[src/rtl/lsu_pkg.sv]
// Shared types and constants for the load/store unit and its store buffer.
package lsu_pkg;

   localparam int unsigned SbDepthDefault = 2;
   localparam logic [31:0] WordAlignMask  = 32'h0000_0003;

   typedef enum logic [1:0] {
      StIdle,
      StRdIssue,
      StRdWait
   } lsu_state_e;

   function automatic logic is_aligned(input logic [31:0] addr);
      return (addr & WordAlignMask) == 32'h0;
   endfunction

endpackage

[src/rtl/load_store_unit_if.sv]
// CPU request/response and Data_Memory signals of the load/store unit.
interface load_store_unit_if;

   logic        req_valid;
   logic        req_ready;
   logic        req_write;
   logic [31:0] req_addr;
   logic [31:0] req_wdata;
   logic        resp_valid;
   logic [31:0] resp_rdata;
   logic        resp_err;
   logic        MemWrite;
   logic        MemRead;
   logic [31:0] write_address;
   logic [31:0] read_address;
   logic [31:0] Write_data;
   logic [31:0] MemData_in;
   logic        mem_stall;
   logic        idle;

   modport slave (
      input  req_valid, req_write, req_addr, req_wdata, MemData_in, mem_stall,
      output req_ready, resp_valid, resp_rdata, resp_err, MemWrite, MemRead,
             write_address, read_address, Write_data, idle
   );

   modport master (
      output req_valid, req_write, req_addr, req_wdata, MemData_in, mem_stall,
      input  req_ready, resp_valid, resp_rdata, resp_err, MemWrite, MemRead,
             write_address, read_address, Write_data, idle
   );

endinterface

[src/rtl/load_store_unit_store_buffer.sv]
// Store FIFO with youngest-match load forwarding over the current contents.
module store_buffer
   import lsu_pkg::*;
#(
   parameter int unsigned Depth = SbDepthDefault
) (
   input  logic        clk_i,
   input  logic        rst_ni,
   input  logic        push_i,
   input  logic [31:0] push_addr_i,
   input  logic [31:0] push_data_i,
   input  logic        pop_i,
   input  logic [31:0] lookup_addr_i,
   output logic        empty_o,
   output logic        full_o,
   output logic [31:0] head_addr_o,
   output logic [31:0] head_data_o,
   output logic        hit_o,
   output logic [31:0] hit_data_o
);

   localparam int unsigned PtrW = $clog2(Depth);

   logic [Depth-1:0][31:0] addr_q, addr_d, data_q, data_d;
   logic [PtrW-1:0]        wr_ptr_q, wr_ptr_d, rd_ptr_q, rd_ptr_d;
   logic [PtrW:0]          count_q, count_d;
   logic [PtrW-1:0]        idx;

   always_comb begin
      addr_d   = addr_q;
      data_d   = data_q;
      wr_ptr_d = wr_ptr_q;
      rd_ptr_d = rd_ptr_q;
      if (push_i) begin
         addr_d[wr_ptr_q] = push_addr_i;
         data_d[wr_ptr_q] = push_data_i;
         wr_ptr_d         = wr_ptr_q + 1'b1;
      end
      if (pop_i) begin
         rd_ptr_d = rd_ptr_q + 1'b1;
      end
      count_d = count_q + {{PtrW{1'b0}}, push_i} - {{PtrW{1'b0}}, pop_i};
   end

   // Walk oldest to youngest so the last match wins.
   always_comb begin
      hit_o      = 1'b0;
      hit_data_o = '0;
      idx        = '0;
      for (int unsigned i = 0; i < Depth; i++) begin
         idx = rd_ptr_q + PtrW'(i);
         if (((PtrW + 1)'(i) < count_q) && (addr_q[idx] == lookup_addr_i)) begin
            hit_o      = 1'b1;
            hit_data_o = data_q[idx];
         end
      end
   end

   assign empty_o     = (count_q == '0);
   assign full_o      = (count_q == (PtrW + 1)'(Depth));
   assign head_addr_o = addr_q[rd_ptr_q];
   assign head_data_o = data_q[rd_ptr_q];

   always_ff @(posedge clk_i or negedge rst_ni) begin
      if (!rst_ni) begin
         addr_q   <= '0;
         data_q   <= '0;
         wr_ptr_q <= '0;
         rd_ptr_q <= '0;
         count_q  <= '0;
      end else begin
         addr_q   <= addr_d;
         data_q   <= data_d;
         wr_ptr_q <= wr_ptr_d;
         rd_ptr_q <= rd_ptr_d;
         count_q  <= count_d;
      end
   end

endmodule

[src/rtl/load_store_unit.sv]
// Load/store unit: buffered posted stores, forwarded or memory-read loads.
module load_store_unit
   import lsu_pkg::*;
#(
   parameter int unsigned SB_DEPTH = SbDepthDefault
) (
   input  logic              clk,
   input  logic              reset,
   load_store_unit_if.slave  bus
);

   lsu_state_e  state_q, state_d;
   logic        resp_valid_q, resp_valid_d;
   logic        resp_err_q, resp_err_d;
   logic [31:0] resp_rdata_q, resp_rdata_d;
   logic [31:0] ld_addr_q, ld_addr_d;

   logic        sb_empty, sb_full, sb_hit;
   logic [31:0] sb_head_addr, sb_head_data, sb_hit_data;
   logic        accept, aligned, push, mem_read, mem_write;

   store_buffer #(
      .Depth (SB_DEPTH)
   ) u_store_buffer (
      .clk_i         (clk),
      .rst_ni        (reset),
      .push_i        (push),
      .push_addr_i   (bus.req_addr),
      .push_data_i   (bus.req_wdata),
      .pop_i         (mem_write),
      .lookup_addr_i (bus.req_addr),
      .empty_o       (sb_empty),
      .full_o        (sb_full),
      .head_addr_o   (sb_head_addr),
      .head_data_o   (sb_head_data),
      .hit_o         (sb_hit),
      .hit_data_o    (sb_hit_data)
   );

   // reset gates ready so nothing is accepted while the unit is held in reset.
   always_comb begin
      bus.req_ready = reset && (state_q == StIdle) && !sb_full;
      accept        = bus.req_valid && bus.req_ready;
      aligned       = is_aligned(bus.req_addr);
      push          = accept && aligned && bus.req_write;
      mem_read      = (state_q == StRdIssue) && !bus.mem_stall;
      mem_write     = !sb_empty && !bus.mem_stall && !mem_read;
   end

   always_comb begin
      bus.MemRead       = mem_read;
      bus.read_address  = mem_read ? ld_addr_q : '0;
      bus.MemWrite      = mem_write;
      bus.write_address = mem_write ? sb_head_addr : '0;
      bus.Write_data    = mem_write ? sb_head_data : '0;
      bus.resp_valid    = resp_valid_q;
      bus.resp_rdata    = resp_rdata_q;
      bus.resp_err      = resp_err_q;
      bus.idle          = sb_empty && (state_q == StIdle);
   end

   always_comb begin
      state_d      = state_q;
      ld_addr_d    = ld_addr_q;
      resp_valid_d = 1'b0;
      resp_err_d   = 1'b0;
      resp_rdata_d = '0;
      unique case (state_q)
         StIdle: begin
            if (accept) begin
               if (!aligned) begin
                  resp_valid_d = 1'b1;
                  resp_err_d   = 1'b1;
               end else if (bus.req_write) begin
                  resp_valid_d = 1'b1;
               end else if (sb_hit) begin
                  resp_valid_d = 1'b1;
                  resp_rdata_d = sb_hit_data;
               end else begin
                  state_d   = StRdIssue;
                  ld_addr_d = bus.req_addr;
               end
            end
         end
         StRdIssue: begin
            if (mem_read) state_d = StRdWait;
         end
         StRdWait: begin
            state_d      = StIdle;
            resp_valid_d = 1'b1;
            resp_rdata_d = bus.MemData_in;
         end
         default: state_d = StIdle;
      endcase
   end

   always_ff @(posedge clk or negedge reset) begin
      if (!reset) begin
         state_q      <= StIdle;
         ld_addr_q    <= '0;
         resp_valid_q <= 1'b0;
         resp_err_q   <= 1'b0;
         resp_rdata_q <= '0;
      end else begin
         state_q      <= state_d;
         ld_addr_q    <= ld_addr_d;
         resp_valid_q <= resp_valid_d;
         resp_err_q   <= resp_err_d;
         resp_rdata_q <= resp_rdata_d;
      end
   end

endmodule

[src/flat_wrapper.sv]
// flat-port wrapper written by rule: the top's interface ports become plain ports
module load_store_unit_flat import lsu_pkg::*;
#(
   parameter int unsigned SB_DEPTH = SbDepthDefault
)
  (clk, reset, bus_req_valid, bus_req_write, bus_req_addr, bus_req_wdata, bus_MemData_in, bus_mem_stall, bus_req_ready, bus_resp_valid, bus_resp_rdata, bus_resp_err, bus_MemWrite, bus_MemRead, bus_write_address, bus_read_address, bus_Write_data, bus_idle);
  load_store_unit_if bus_i ();
  input  logic clk;
  input  logic reset;
  input wire logic [$bits(bus_i.req_valid)-1:0] bus_req_valid;
  input wire logic [$bits(bus_i.req_write)-1:0] bus_req_write;
  input wire logic [$bits(bus_i.req_addr)-1:0] bus_req_addr;
  input wire logic [$bits(bus_i.req_wdata)-1:0] bus_req_wdata;
  input wire logic [$bits(bus_i.MemData_in)-1:0] bus_MemData_in;
  input wire logic [$bits(bus_i.mem_stall)-1:0] bus_mem_stall;
  output wire logic [$bits(bus_i.req_ready)-1:0] bus_req_ready;
  output wire logic [$bits(bus_i.resp_valid)-1:0] bus_resp_valid;
  output wire logic [$bits(bus_i.resp_rdata)-1:0] bus_resp_rdata;
  output wire logic [$bits(bus_i.resp_err)-1:0] bus_resp_err;
  output wire logic [$bits(bus_i.MemWrite)-1:0] bus_MemWrite;
  output wire logic [$bits(bus_i.MemRead)-1:0] bus_MemRead;
  output wire logic [$bits(bus_i.write_address)-1:0] bus_write_address;
  output wire logic [$bits(bus_i.read_address)-1:0] bus_read_address;
  output wire logic [$bits(bus_i.Write_data)-1:0] bus_Write_data;
  output wire logic [$bits(bus_i.idle)-1:0] bus_idle;
  assign bus_i.req_valid = bus_req_valid;
  assign bus_i.req_write = bus_req_write;
  assign bus_i.req_addr = bus_req_addr;
  assign bus_i.req_wdata = bus_req_wdata;
  assign bus_i.MemData_in = bus_MemData_in;
  assign bus_i.mem_stall = bus_mem_stall;
  assign bus_req_ready = bus_i.req_ready;
  assign bus_resp_valid = bus_i.resp_valid;
  assign bus_resp_rdata = bus_i.resp_rdata;
  assign bus_resp_err = bus_i.resp_err;
  assign bus_MemWrite = bus_i.MemWrite;
  assign bus_MemRead = bus_i.MemRead;
  assign bus_write_address = bus_i.write_address;
  assign bus_read_address = bus_i.read_address;
  assign bus_Write_data = bus_i.Write_data;
  assign bus_idle = bus_i.idle;
  load_store_unit #(.SB_DEPTH(SB_DEPTH)) u_core (.clk(clk), .reset(reset), .bus(bus_i));
endmodule
[config.mk]
export PLATFORM = sky130hd
export DESIGN_NAME = load_store_unit_flat
export DESIGN_NICKNAME = d
export VERILOG_FILES = /design/src/rtl/lsu_pkg.sv /design/src/rtl/load_store_unit_if.sv /design/src/rtl/load_store_unit_store_buffer.sv /design/src/rtl/load_store_unit.sv /design/src/flat_wrapper.sv
export SDC_FILE = /design/constraint.sdc
export NUM_CORES = 1
export LEC_CHECK = 0
export ABC_CLOCK_PERIOD_IN_PS = 4300
export CORE_MARGIN = 3
export CORE_UTILIZATION = 25
export DETAILED_ROUTE_END_ITERATION = 12
export PLACE_DENSITY_LB_ADDON = 0.25
export SETUP_SLACK_MARGIN = 0.2
export SYNTH_ARGS = -nofsm -noshare
export SYNTH_HDL_FRONTEND = slang
export SYNTH_SLANG_ARGS = --single-unit
[constraint.sdc]
create_clock -name clk -period 4.3 [get_ports clk]
set_input_delay 0.86 -clock clk [delete_from_list [all_inputs] [get_ports clk]]
set_output_delay 0.86 -clock clk [all_outputs]
set_load 0.02 [all_outputs]
* Word-level counts from Yosys, hierarchy flattened *
Index checks and enable logic that the tools add are counted.
W data, S select, Z words.

word-level totals
  input port bits = 101
  output and inout port bits = 134
  word-level logic and storage cells = 93
  register bits = 200

operators by class
  bitwise operators = 2
  reductions and logical operators = 21
  muxes and demuxes = 38
  equality and inequality tests = 10
  order comparisons = 6
  add/sub/neg operators = 4

operator list
  cell                   count
  $mux W32               18
  $bwmux W64             2
  $eq A32 B32 Y1         2
  $pmux W32 S2           1
  $demux W32 S1          1
  $logic_not A32 Y1      1
  $logic_and A1 B1 Y1    12
  $mux W2                5
  $reduce_and A5 Y1      2
  $mux W1                9
  $lt A1 B2 Y1 const B   3
  $ne A2 B1 Y1 const B   3
  $eq A2 B2 Y1 const B   2
  $logic_not A1 Y1       4
  $logic_not A2 Y1       2
  $lt A1 B2 Y1 const A   2
  $ne A2 B2 Y1 const B   2
  $pmux W2 S2            1
  $add A1 B1 Y1 const B  2
  $add A2 B1 Y2          1
  $eq A2 B1 Y1 const B   1
  $not A1 Y1             2
  $pmux W1 S2            1
  $sub A2 B1 Y2          1
  $ge A1 B1 Y1 const B   1

* Logic depth before layout (Yosys ltp) *
Gate-level depths: netlist of run 1.

  word-level depth = 11
  mapped depth = 12

* Hierarchy *
From an unflattened synthesis of run 1, not the netlist that was laid out.

unflattened totals
  cells, all modules = 944
  area total of the unflattened synthesis = 11064.4 um^2

modules (own cells, without submodules)
  module           area each (um^2)  cells an instance  times used
  store_buffer     7744.9            673                1
  load_store_unit  3319.4            271                1

* Least setup slack after synthesis of run 1 *
No wires, ideal clock.

  path kind = input to register
  start = in reset
  end = reg u_core.u_store_buffer.addr_q[10] (netlist name)
  data required time = 4175 ps
  setup slack = 1076 ps
  setup time = 125 ps
  cell stages on the path = 6
  arrival time = 3099 ps
  path buffers = 1
  cell sequence = nor4b_1 and2_1 nand3_1 nor2_1 buf_2 mux2_2

between the ends
  word-level cells in the longest chain between the ends = 5

RTL lines
  element                           RTL line                            source
  start: declaration                flat_wrapper.sv:9                   input logic reset;
  $logic_and A1 B1 Y1 (2 in a row)  load_store_unit.sv:42               bus.req_ready = reset && (state_q == StIdle) && !sb_full;
  $logic_and A1 B1 Y1               load_store_unit.sv:43               accept = bus.req_valid && bus.req_ready;
  $logic_and A1 B1 Y1 (2 in a row)  load_store_unit.sv:45               push = accept && aligned && bus.req_write;
  end signal: assignment            load_store_unit_store_buffer.sv:72  addr_q <= addr_d;
  end: declaration                  load_store_unit_store_buffer.sv:24  logic [Depth-1:0][31:0] addr_q, addr_d, data_q, data_d;

No other way between the ends.
A chain may end at the register's enable or synchronous reset.

* Worst setup path in the final report of run 1 *
  start = in bus_mem_stall
  end = out bus_write_address[29]

between the ends
  word-level cells in the longest chain between the ends = 5

RTL lines
  element                RTL line                                      source
  start: declaration     flat_wrapper.sv:15                            input wire logic [$bits(bus_i.mem_stall)-1:0] bus_mem_stall;
  $logic_not A1 Y1 *     load_store_unit.sv:46, load_store_unit.sv:47
  $logic_and A1 B1 Y1    load_store_unit.sv:46                         mem_read = (state_q == StRdIssue) && !bus.mem_stall;
  $logic_not A1 Y1       load_store_unit.sv:47                         mem_write = !sb_empty && !bus.mem_stall && !mem_read;
  $logic_and A1 B1 Y1 *  load_store_unit.sv:47
  $mux W32 *             load_store_unit.sv:54                         bus.write_address = mem_write ? sb_head_addr : '0;
  end: declaration       flat_wrapper.sv:22                            output wire logic [$bits(bus_i.write_address)-1:0] bus_write_address;

Every way passes the cells marked *; elsewhere a longest branch is shown, timed or not.

==> flow_metrics.py, run 1 <==
metrics = {
    "drt": {
        "avgViaCountPerCell": 4.46,
        "drc": 0,
        "dr.pass1.iters": 7,
        "wl_um": 30200,
        "drt_iter0_markers": 264,
        "num_vias": 6920,
        "routedWlPerCell_um": 19.4,
        "ant_nets": 0,
    },
    "clock_network": {
        "cts_tree": "built",
        "h-tree-depth": 4,
        "holdBufCountCts": 0,
        "cts_sinks": 200,
        "ctsResizeCount": 0,
        "cts-root-buf": "clkbuf_16",
        "clk_latency_ns": 0.45,
        "numCtsBuffers": 17,
        "postCtsSetupRepairBufs": 0,
        "clock_path_buffers": 2,
        "cts.clk_slew.worst_paths_ns": 0.07,
    },
    "placed_design": {
        "port_buffers": 234,
        "finalWeightedCongestion": 0.703,
        "placedCellCount": 1519,
        "dpl-instance-area_um2": 13100,
        "dp_hpwl_um": 21400,
    },
    "floorplan": {
        "core-area_um2": 39100,
        "std_cell_rows": 72,
        "fp.dieW_um": 206,
        "die-area_um2": 42400,
        "io_pins": 235,
        "start_util": 0.256,
        "die-height_um": 206,
    },
    "logic_synthesis": {
        "synth_most_common_cell": "dfrtp_1",
        "yosys-top-cells-area": "dfrtp_1 50%, mux2_2 18%, mux2i_1 9.6%, mux2_1 3.4%, xnor2_1 3.2%",
        "synth-main-ff-cell": "dfrtp_1",
        "ys_seq_area_frac": 0.501,
        "netlist_instances": 783,
        "postSynth.asyncResetShare": 1.00,
        "synth_area_um2": 10000,
        "yosys_register_bits": 200,
        "synth_cell_types": 31,
        "ys_warn_count": 0,
        "yosysTopAreaCell": "dfrtp_1",
        "synth_nets": 886,
        "synth_edf_count": 0,
        "syn_area_per_cell_um2": 12.8,
        "synth_top_area_share": 0.501,
        "yosys-top-cells-count": "200 x dfrtp_1, 156 x mux2_2, 96 x mux2i_1, 70 x nor2_1, 36 x xnor2_1",
    },
    "sta": {
        "max_freq_mhz": 261,
        "fin_crit_ns": 3.83,
        "setup_viol": 0,
        "min_period_over_period": 0.890,
        "hold_violations": 0,
        "holdWs_ns": 0.246,
        "finClkSkew_ns": 0.0163,
        "fin_tns_setup_ns": 0,
        "rsz0062_at_grt": "false",
        "finalMaxSlewViolations": 0,
        "tightest_slew_ns": 1.14,
        "relSlewSlack": 0.242,
    },
    "outcome": {
        "outcome": "finished clean",
    },
    "flow_run": {
        "cap_violations": 0,
    },
    "grt": {
        "grt_pass1_vias": 7399,
        "overflow": 0,
        "grt_pass1_wl_um": 45700,
        "grt_max_degree": 69,
        "antenna_found_initial": 3,
        "grtUsageTotal": 0.143,
    },
    "cells_and_area": {
        "fin_cells": 1553,
        "final_area_um2": 13700,
        "syn_to_final_growth_pct": 37.1,
        "drive_gt1_frac": 0.224,
        "nNetsFinal": 1123,
        "n_fill_cell": 3927,
    },
    "hold_path": {
        "hold_class": "in2async",
    },
    "setup_path": {
        "start_kind": "input port",
        "required_ns": 3.44,
        "critPathKind": "in2out",
        "cp_max_fo": 32,
        "arrival_ns": 2.97,
        "end_kind": "primary output",
    },
    "power": {
        "power_leakage_nw": 6.05,
        "p_per_area_nw_per_um2": 575,
        "ir_drop_uv": 279,
    },
}
[power breakdown]
part / internal, mW / switching, mW
Sequential: 2.50 / 0.439
Clock: 0.949 / 0.807
Combinational: 1.63 / 1.55
[flip-flops by register name (all words and copies together) (netlist names)]
signal	cells
u_core.ld_addr_q	32
u_core.bus.resp_rdata	32
u_core.bus.resp_valid	1
u_core.state_q	2
u_core.u_store_buffer.count_q	2
u_core.u_store_buffer.addr_q	64
u_core.u_store_buffer.wr_ptr_q	1
u_core.u_store_buffer.rd_ptr_q	1
u_core.u_store_buffer.data_q	64
u_core.bus.resp_err	1
[metrics by stage]
step / power, mW / setup WS (ns) / utilization
4_1_cts: 7.99 / 0.456 / 0.350
2_1_floorplan: 5.02 / 1.08 / -
6_report: 7.88 / 0.474 / 0.350
3_5_place_dp: 6.20 / 0.354 / 0.334
5_1_grt: 8.38 / 0.351 / 0.350
3_3_place_gp: 6.16 / 0.449 / 0.334
[per-layer routing]
layer,track usage,vias to the layer above,wire length [um]
li1,-,3230,-
met1,0.196,3522,14100
met2,0.231,152,14200
met3,0.0310,16,1510
met4,0.0337,0,380
met5,0,-,0
[placed cells by master (no fill, tap or decap), drive strengths merged]
master         instances
a21o                   1
a21oi                  1
a22o                  32
and2                  35
and3                   1
buf                   33
bufinv                 3
clkbuf                18
clkdlybuf4s50        231
clkinv                 4
clkinvlp               1
dfrtp                200
diode                  2
ha                     2
inv                    8
mux2                 186
mux2i                 96
nand2                  2
nand3                  4
nand4                  9
nor2                  70
nor2b                  9
nor3                   6
nor4                   9
nor4b                  1
or2                    1
or3                    1
xnor2                 37
xor2                  32
[path summary, 6_finish.rpt]
| check | slack [ns] | start | cells after the start | endpoint |
|---|---|---|---|---|
| setup reg to reg | 0.80 | u_core.u_store_buffer.rd_ptr_q | 10 | u_core.bus.resp_rdata[1] |
| max in group asynchronous | 2.87 | reset | 2 | u_core.bus.resp_rdata[20] |
| hold reg to reg | 0.50 | u_core.ld_addr_q[8] | 1 | u_core.ld_addr_q[8] |
| setup / recovery | 0.47 | bus_mem_stall | 5 | bus_write_address[29] |
| hold / removal | 0.25 | reset | 1 | u_core.u_store_buffer.addr_q[21] |
| min in group clk | 0.50 | u_core.ld_addr_q[8] | 1 | u_core.ld_addr_q[8] |
[worst max-delay path, stage by stage]
cell	delay, ns
clkdlybuf4s50_1	0.47
or3_2	0.51
buf_4	0.27
nor2_1	0.21
clkdlybuf4s50_1	0.64
[logic make-up after synthesis]
logic type | after synthesis | share of synthesized area
xor gates and xnor gates | 69 | 0.0612
and+or+nand+nor | 148 | 0.0752
adders and majority gates | 2 | 0.00250
AOI/OAI and AO/OA | 34 | 0.0293
DFF | 200 | 0.501
muxes | 282 | 0.306
buffers and inverters | 48 | 0.0254
[layout make-up]
class	count	area (um2)	share of cell area
Sequential cell	200	5010	0.366
Multi-Input combinational cell	535	4780	0.349
Timing Repair Buffer	264	2630	0.192
Tap cell	518	648	0.0473
Clock buffer	18	439	0.0320
Clock inverter	14	184	0.0134
Inverter	2	7.51	0.000548
Antenna cell	2	5.00	0.000365
No activity file was read; power rests on OpenSTA's default activity.
==> inputs of run 2 (changes only) <==
Settings changed: CTS_BUF_LIST set to sky130_fd_sc_hd__clkbuf_4 sky130_fd_sc_hd__clkbuf_8 sky130_fd_sc_hd__clkbuf_16, PLACE_DENSITY_LB_ADDON 0.25 to unset.
==> flow_metrics.py, run 2 (synthesis results as in run 1) <==
metrics = {
    "sta": {
        "max_freq_mhz": 250,
        "setup_viol": 0,
        "finClkSkew_ns": 0.0138,
        "hold_violations": 0,
        "finalMaxSlewViolations": 0,
        "tightest_slew_ns": 1.04,
        "setup_slack_ns": 0.306,
        "rsz0062_at_grt": "false",
        "min_period_over_period": 0.929,
        "fin_tns_setup_ns": 0,
        "fin_crit_ns": 3.99,
        "relSlewSlack": 0.308,
        "holdWs_ns": 0.281,
    },
    "clock_network": {
        "h-tree-depth": 4,
        "cts_sinks": 200,
        "clock_path_buffers": 2,
        "ctsResizeCount": 0,
        "cts_tree": "built",
        "clk_latency_ns": 0.44,
        "cts.clk_slew.worst_paths_ns": 0.08,
        "numCtsBuffers": 17,
        "cts-root-buf": "clkbuf_16",
    },
    "drt": {
        "drc": 0,
        "ant_nets": 0,
        "routedWlPerCell_um": 19.1,
        "num_vias": 6884,
        "drt_iter0_markers": 243,
        "wl_um": 29600,
        "dr.pass1.iters": 4,
        "avgViaCountPerCell": 4.45,
    },
    "cells_and_area": {
        "final_common_cell": "clkdlybuf4s50_1",
        "syn_to_final_growth_pct": 36.4,
        "drive_gt1_frac": 0.221,
        "top_regs": "u_core.u_store_buffer.addr_q x64, u_core.u_store_buffer.data_q x64",
        "nNetsFinal": 1119,
        "final_cell_mix": "231 x clkdlybuf4s50_1, 199 x dfrtp_1, 156 x mux2_2, 96 x mux2i_1, 68 x nor2_1",
        "n_fill_cell": 3893,
    },
    "floorplan": {
        "core-area_um2": 39100,
        "die-area_um2": 42400,
        "std_cell_rows": 72,
        "io_pins": 235,
        "die-height_um": 206,
        "fp.dieW_um": 206,
        "start_util": 0.256,
    },
    "setup_path": {
        "reg2reg_depth": 10,
        "crit_path_start": "bus_mem_stall",
        "rrSetupSlack_ns": 0.68,
        "cp_max_fo": 47,
        "required_ns": 3.44,
        "critical_path.endpoint": "bus_write_address[27]",
        "critPathKind": "in2out",
        "r2r-end": "u_core.bus.resp_rdata[1]",
        "end_kind": "primary output",
        "r2r_start": "u_core.u_store_buffer.rd_ptr_q",
        "arrival_ns": 3.13,
        "start_kind": "input port",
    },
    "placed_design": {
        "dpl_worst_slack_ns": 0.277,
        "port_buffers": 234,
        "dp_hpwl_um": 21000,
        "finalWeightedCongestion": 0.728,
    },
    "power": {
        "p_per_area_nw_per_um2": 571,
        "ir_drop_uv": 411,
        "power_leakage_nw": 6.01,
    },
    "grt": {
        "grt_max_degree": 67,
        "antenna_found_initial": 1,
        "grt_pass1_vias": 7365,
        "grt_pass1_wl_um": 44300,
        "overflow": 0,
        "grtUsageTotal": 0.139,
    },
    "hold_path": {
        "hold_class": "in2async",
    },
    "outcome": {
        "outcome": "finished clean",
    },
    "flow_run": {
        "cap_violations": 0,
    },
}
run 2: cell count changes in the layout (fill, tap and decap cells not counted), sizes merged:
cell,previous run,this run
buf,33,28
clkbuf,18,21
inv,8,6
bufinv,3,2
clkinvlp,1,2
diode,2,1
run 2: stage by stage:
step / cells / area [um2] / total power, mW / util
after global placement: 1514 / 13000 / 6.11 / 0.333
after global routing: 1547 / 13600 / 8.29 / 0.349
after detailed placement: 1514 / 13000 / 6.16 / 0.333
after CTS: 1546 / 13600 / 7.88 / 0.348
after floorplan: 783 / 10000 / 5.02 / -
final: 1548 / 13600 / 7.78 / 0.349
run 2: power by group:
group          switching (mW)  internal, mW
Combinational            1.52          1.63
Sequential              0.475          2.50
Clock                   0.749         0.905
Total                    2.74          5.04
run 2: per-layer routing:
metal | track usage | routed length [um] | up-vias
met5 | 0 | 17 | -
met4 | 0.0378 | 342 | 2
met3 | 0.0290 | 1120 | 17
met2 | 0.227 | 14300 | 139
met1 | 0.188 | 13800 | 3507
li1 | - | - | 3219
run 2: worst max-delay path: stages:
cell and delay, ns:
clkdlybuf4s50_1 0.46, or3_2 0.50, buf_4 0.29, nor2_1 0.27
clkdlybuf4s50_1 0.65
run 2: worst min path at each step:
| stage | slack (ns) | startpoint | cells after the start | endpoint |
|---|---|---|---|---|
| final | 0.28 | reset | 1 | u_core.ld_addr_q[22] |
| after global routing | 0.26 | reset | 1 | u_core.ld_addr_q[22] |
| after CTS | 0.25 | reset | 1 | u_core.ld_addr_q[22] |
| after detailed placement | 0.48 | u_core.ld_addr_q[1] | 1 | u_core.ld_addr_q[1] |
| after global placement | 0.48 | u_core.ld_addr_q[0] | 1 | u_core.ld_addr_q[0] |
| after floorplan | 0.46 | u_core.ld_addr_q[0] | 1 | u_core.ld_addr_q[0] |
run 2: final cells by class:
cell class / instances / area, um2 / area share
well taps: 518 / 648 / 0.0475
diodes: 1 / 2.50 / 0.000184
multi-input cells: 535 / 4780 / 0.351
clock buffers: 20 / 460 / 0.0338
flip-flops and latches: 200 / 5010 / 0.367
inverters: 2 / 7.51 / 0.000551
clock inverters: 12 / 140 / 0.0103
repair buffers: 260 / 2590 / 0.190
run 2: repair_timing:
item                                    in CTS  in global routing
hold buffers                                 0                  0
endpoints found under the hold margin        0                  0
buffers inserted                             0                  1
endpoints found under the setup margin       0                  5
==> inputs of run 3 (changes only) <==
Settings changed: DONT_BUFFER_PORTS set to 1.
==> flow_metrics.py, run 3 (synthesis results as in run 1) <==
metrics = {
    "sta": {
        "finalMaxSlewViolations": 0,
        "finClkSkew_ns": 0.0119,
        "tightest_slew_ns": 1.03,
        "fin_tns_setup_ns": 0,
        "setup_viol": 0,
        "hold_violations": 0,
        "fin_crit_ns": 3.61,
        "rsz0062_at_grt": "false",
        "max_freq_mhz": 277,
        "relSlewSlack": 0.312,
        "holdWs_ns": 0.103,
        "min_period_over_period": 0.840,
    },
    "floorplan": {
        "io_pins": 235,
        "start_util": 0.256,
        "std_cell_rows": 72,
        "core-area_um2": 39100,
        "fp.dieW_um": 206,
        "die-area_um2": 42400,
        "die-height_um": 206,
    },
    "placed_design": {
        "finalWeightedCongestion": 0.750,
        "dp_hpwl_um": 20100,
        "dpl-instance-area_um2": 10700,
        "port_buffers": 0,
    },
    "drt": {
        "drc": 0,
        "wl_um": 28400,
        "wl_met3_um": 1930,
        "routedWlPerCell_um": 21.6,
        "met1_length_um": 12800,
        "top_layer": "met4",
        "dr.pass1.iters": 5,
        "ant_nets": 0,
        "drt_iter0_markers": 305,
        "avgViaCountPerCell": 4.65,
        "wl_met2_um": 13000,
        "num_vias": 6095,
    },
    "power": {
        "power_frac_comb": 0.359,
        "power_mw": 7.35,
        "power_frac_seq": 0.407,
        "p_clk_frac": 0.233,
        "p_per_area_nw_per_um2": 651,
        "power_leakage_nw": 5.15,
        "netSwitchingFraction": 0.368,
        "p_sw_mw": 2.71,
        "p_int_mw": 4.64,
        "ir_drop_uv": 279,
    },
    "setup_path": {
        "start_kind": "flop",
        "path_depth": 11,
        "reg2reg_depth": 11,
        "crit_top_cell": "buf_4",
        "critPathTopFamily": "simple AND/OR/NAND/NOR gates",
        "critPathKind": "reg2reg",
        "rrSetupSlack_ns": 0.69,
        "end_kind": "flop",
        "cp_max_fo": 31,
        "arrival_ns": 4.00,
        "worstPathCellList": "buf_4 > buf_4 > mux2i_1 > xor2_1 > nand4_1 > nor4_1 > and3_1 > nor2_1 > nor2_4 > buf_12 > a22o_1",
        "r2r_start": "u_core.u_store_buffer.rd_ptr_q",
        "cpPeakStageDelay_ns": 0.78,
        "required_ns": 4.68,
        "path_buf_inv": 3,
        "r2r-end": "u_core.bus.resp_rdata[6]",
        "cp_slowest_cell": "dfrtp_4",
    },
    "clock_network": {
        "cts.clk_slew.worst_paths_ns": 0.08,
        "clock_path_buffers": 2,
        "cts-root-buf": "clkbuf_16",
        "h-tree-depth": 4,
        "cts_sinks": 200,
        "cts_tree": "built",
        "holdBufCountCts": 0,
        "ctsResizeCount": 0,
        "numCtsBuffers": 17,
        "postCtsSetupRepairBufs": 0,
        "clk_latency_ns": 0.45,
    },
    "cells_and_area": {
        "n_fill_cell": 4043,
        "drive_gt1_frac": 0.279,
        "multi_input_area_um2": 4790,
        "final_area_um2": 11300,
        "top_regs": "u_core.u_store_buffer.addr_q x64, u_core.u_store_buffer.data_q x64",
        "nNetsFinal": 881,
        "seqCellArea_um2": 5010,
        "final_cell_mix": "199 x dfrtp_1, 156 x mux2_2, 96 x mux2i_1, 68 x nor2_1, 36 x xnor2_1",
        "syn_to_final_growth_pct": 12.9,
        "fin_util": 0.289,
        "final_common_cell": "dfrtp_1",
    },
    "grt": {
        "overflow": 0,
        "grtUsageTotal": 0.133,
        "antenna_found_initial": 0,
        "grt_pass1_vias": 6333,
        "grt_pass1_wl_um": 41500,
        "grt_max_degree": 202,
    },
    "flow_run": {
        "cap_violations": 0,
    },
    "hold_path": {
        "hold_class": "in2async",
    },
    "outcome": {
        "outcome": "finished clean",
    },
}
-- run 3: layout make-up --
class | count | area share
Antenna cell | 1 | 0.000222
Clock buffer | 17 | 0.0377
Clock inverter | 15 | 0.0161
Inverter | 2 | 0.000665
Multi-Input combinational cell | 535 | 0.425
Sequential cell | 200 | 0.444
Tap cell | 518 | 0.0575
Timing Repair Buffer | 22 | 0.0191
-- run 3: metrics by stage --
step / setup slack [ns] / std cells
2_1_floorplan: 1.08 / 783
3_3_place_gp: 0.778 / 1277
3_5_place_dp: 0.719 / 1277
4_1_cts: 0.690 / 1309
5_1_grt: 0.481 / 1309
6_report: 0.687 / 1310
-- run 3: how the worst max path moves through the flow --
stage,startpoint,to
floorplan,reset,u_core.u_store_buffer.addr_q[10]
global placement,u_core.u_store_buffer.rd_ptr_q,u_core.bus.resp_rdata[1]
detailed placement,u_core.u_store_buffer.rd_ptr_q,u_core.bus.resp_rdata[0]
CTS,u_core.u_store_buffer.rd_ptr_q,u_core.bus.resp_rdata[0]
global route,u_core.u_store_buffer.rd_ptr_q,u_core.bus.resp_rdata[0]
finish,u_core.u_store_buffer.rd_ptr_q,u_core.bus.resp_rdata[6]
-- run 3: power groups by stage --
stage	clock network, mW	registers, mW	logic (mW)
after CTS	1.78	2.99	2.69
after global placement	0	3.00	2.64
final	1.71	2.99	2.64
after global routing	1.86	3.09	2.86
after detailed placement	0	3.03	2.68
after floorplan	0	2.82	2.20
-- run 3: per-layer routing --
layer	up-vias	track usage
li1	2745	-
met1	3172	0.171
met2	149	0.207
met3	29	0.0436
met4	0	0.0562
met5	-	0
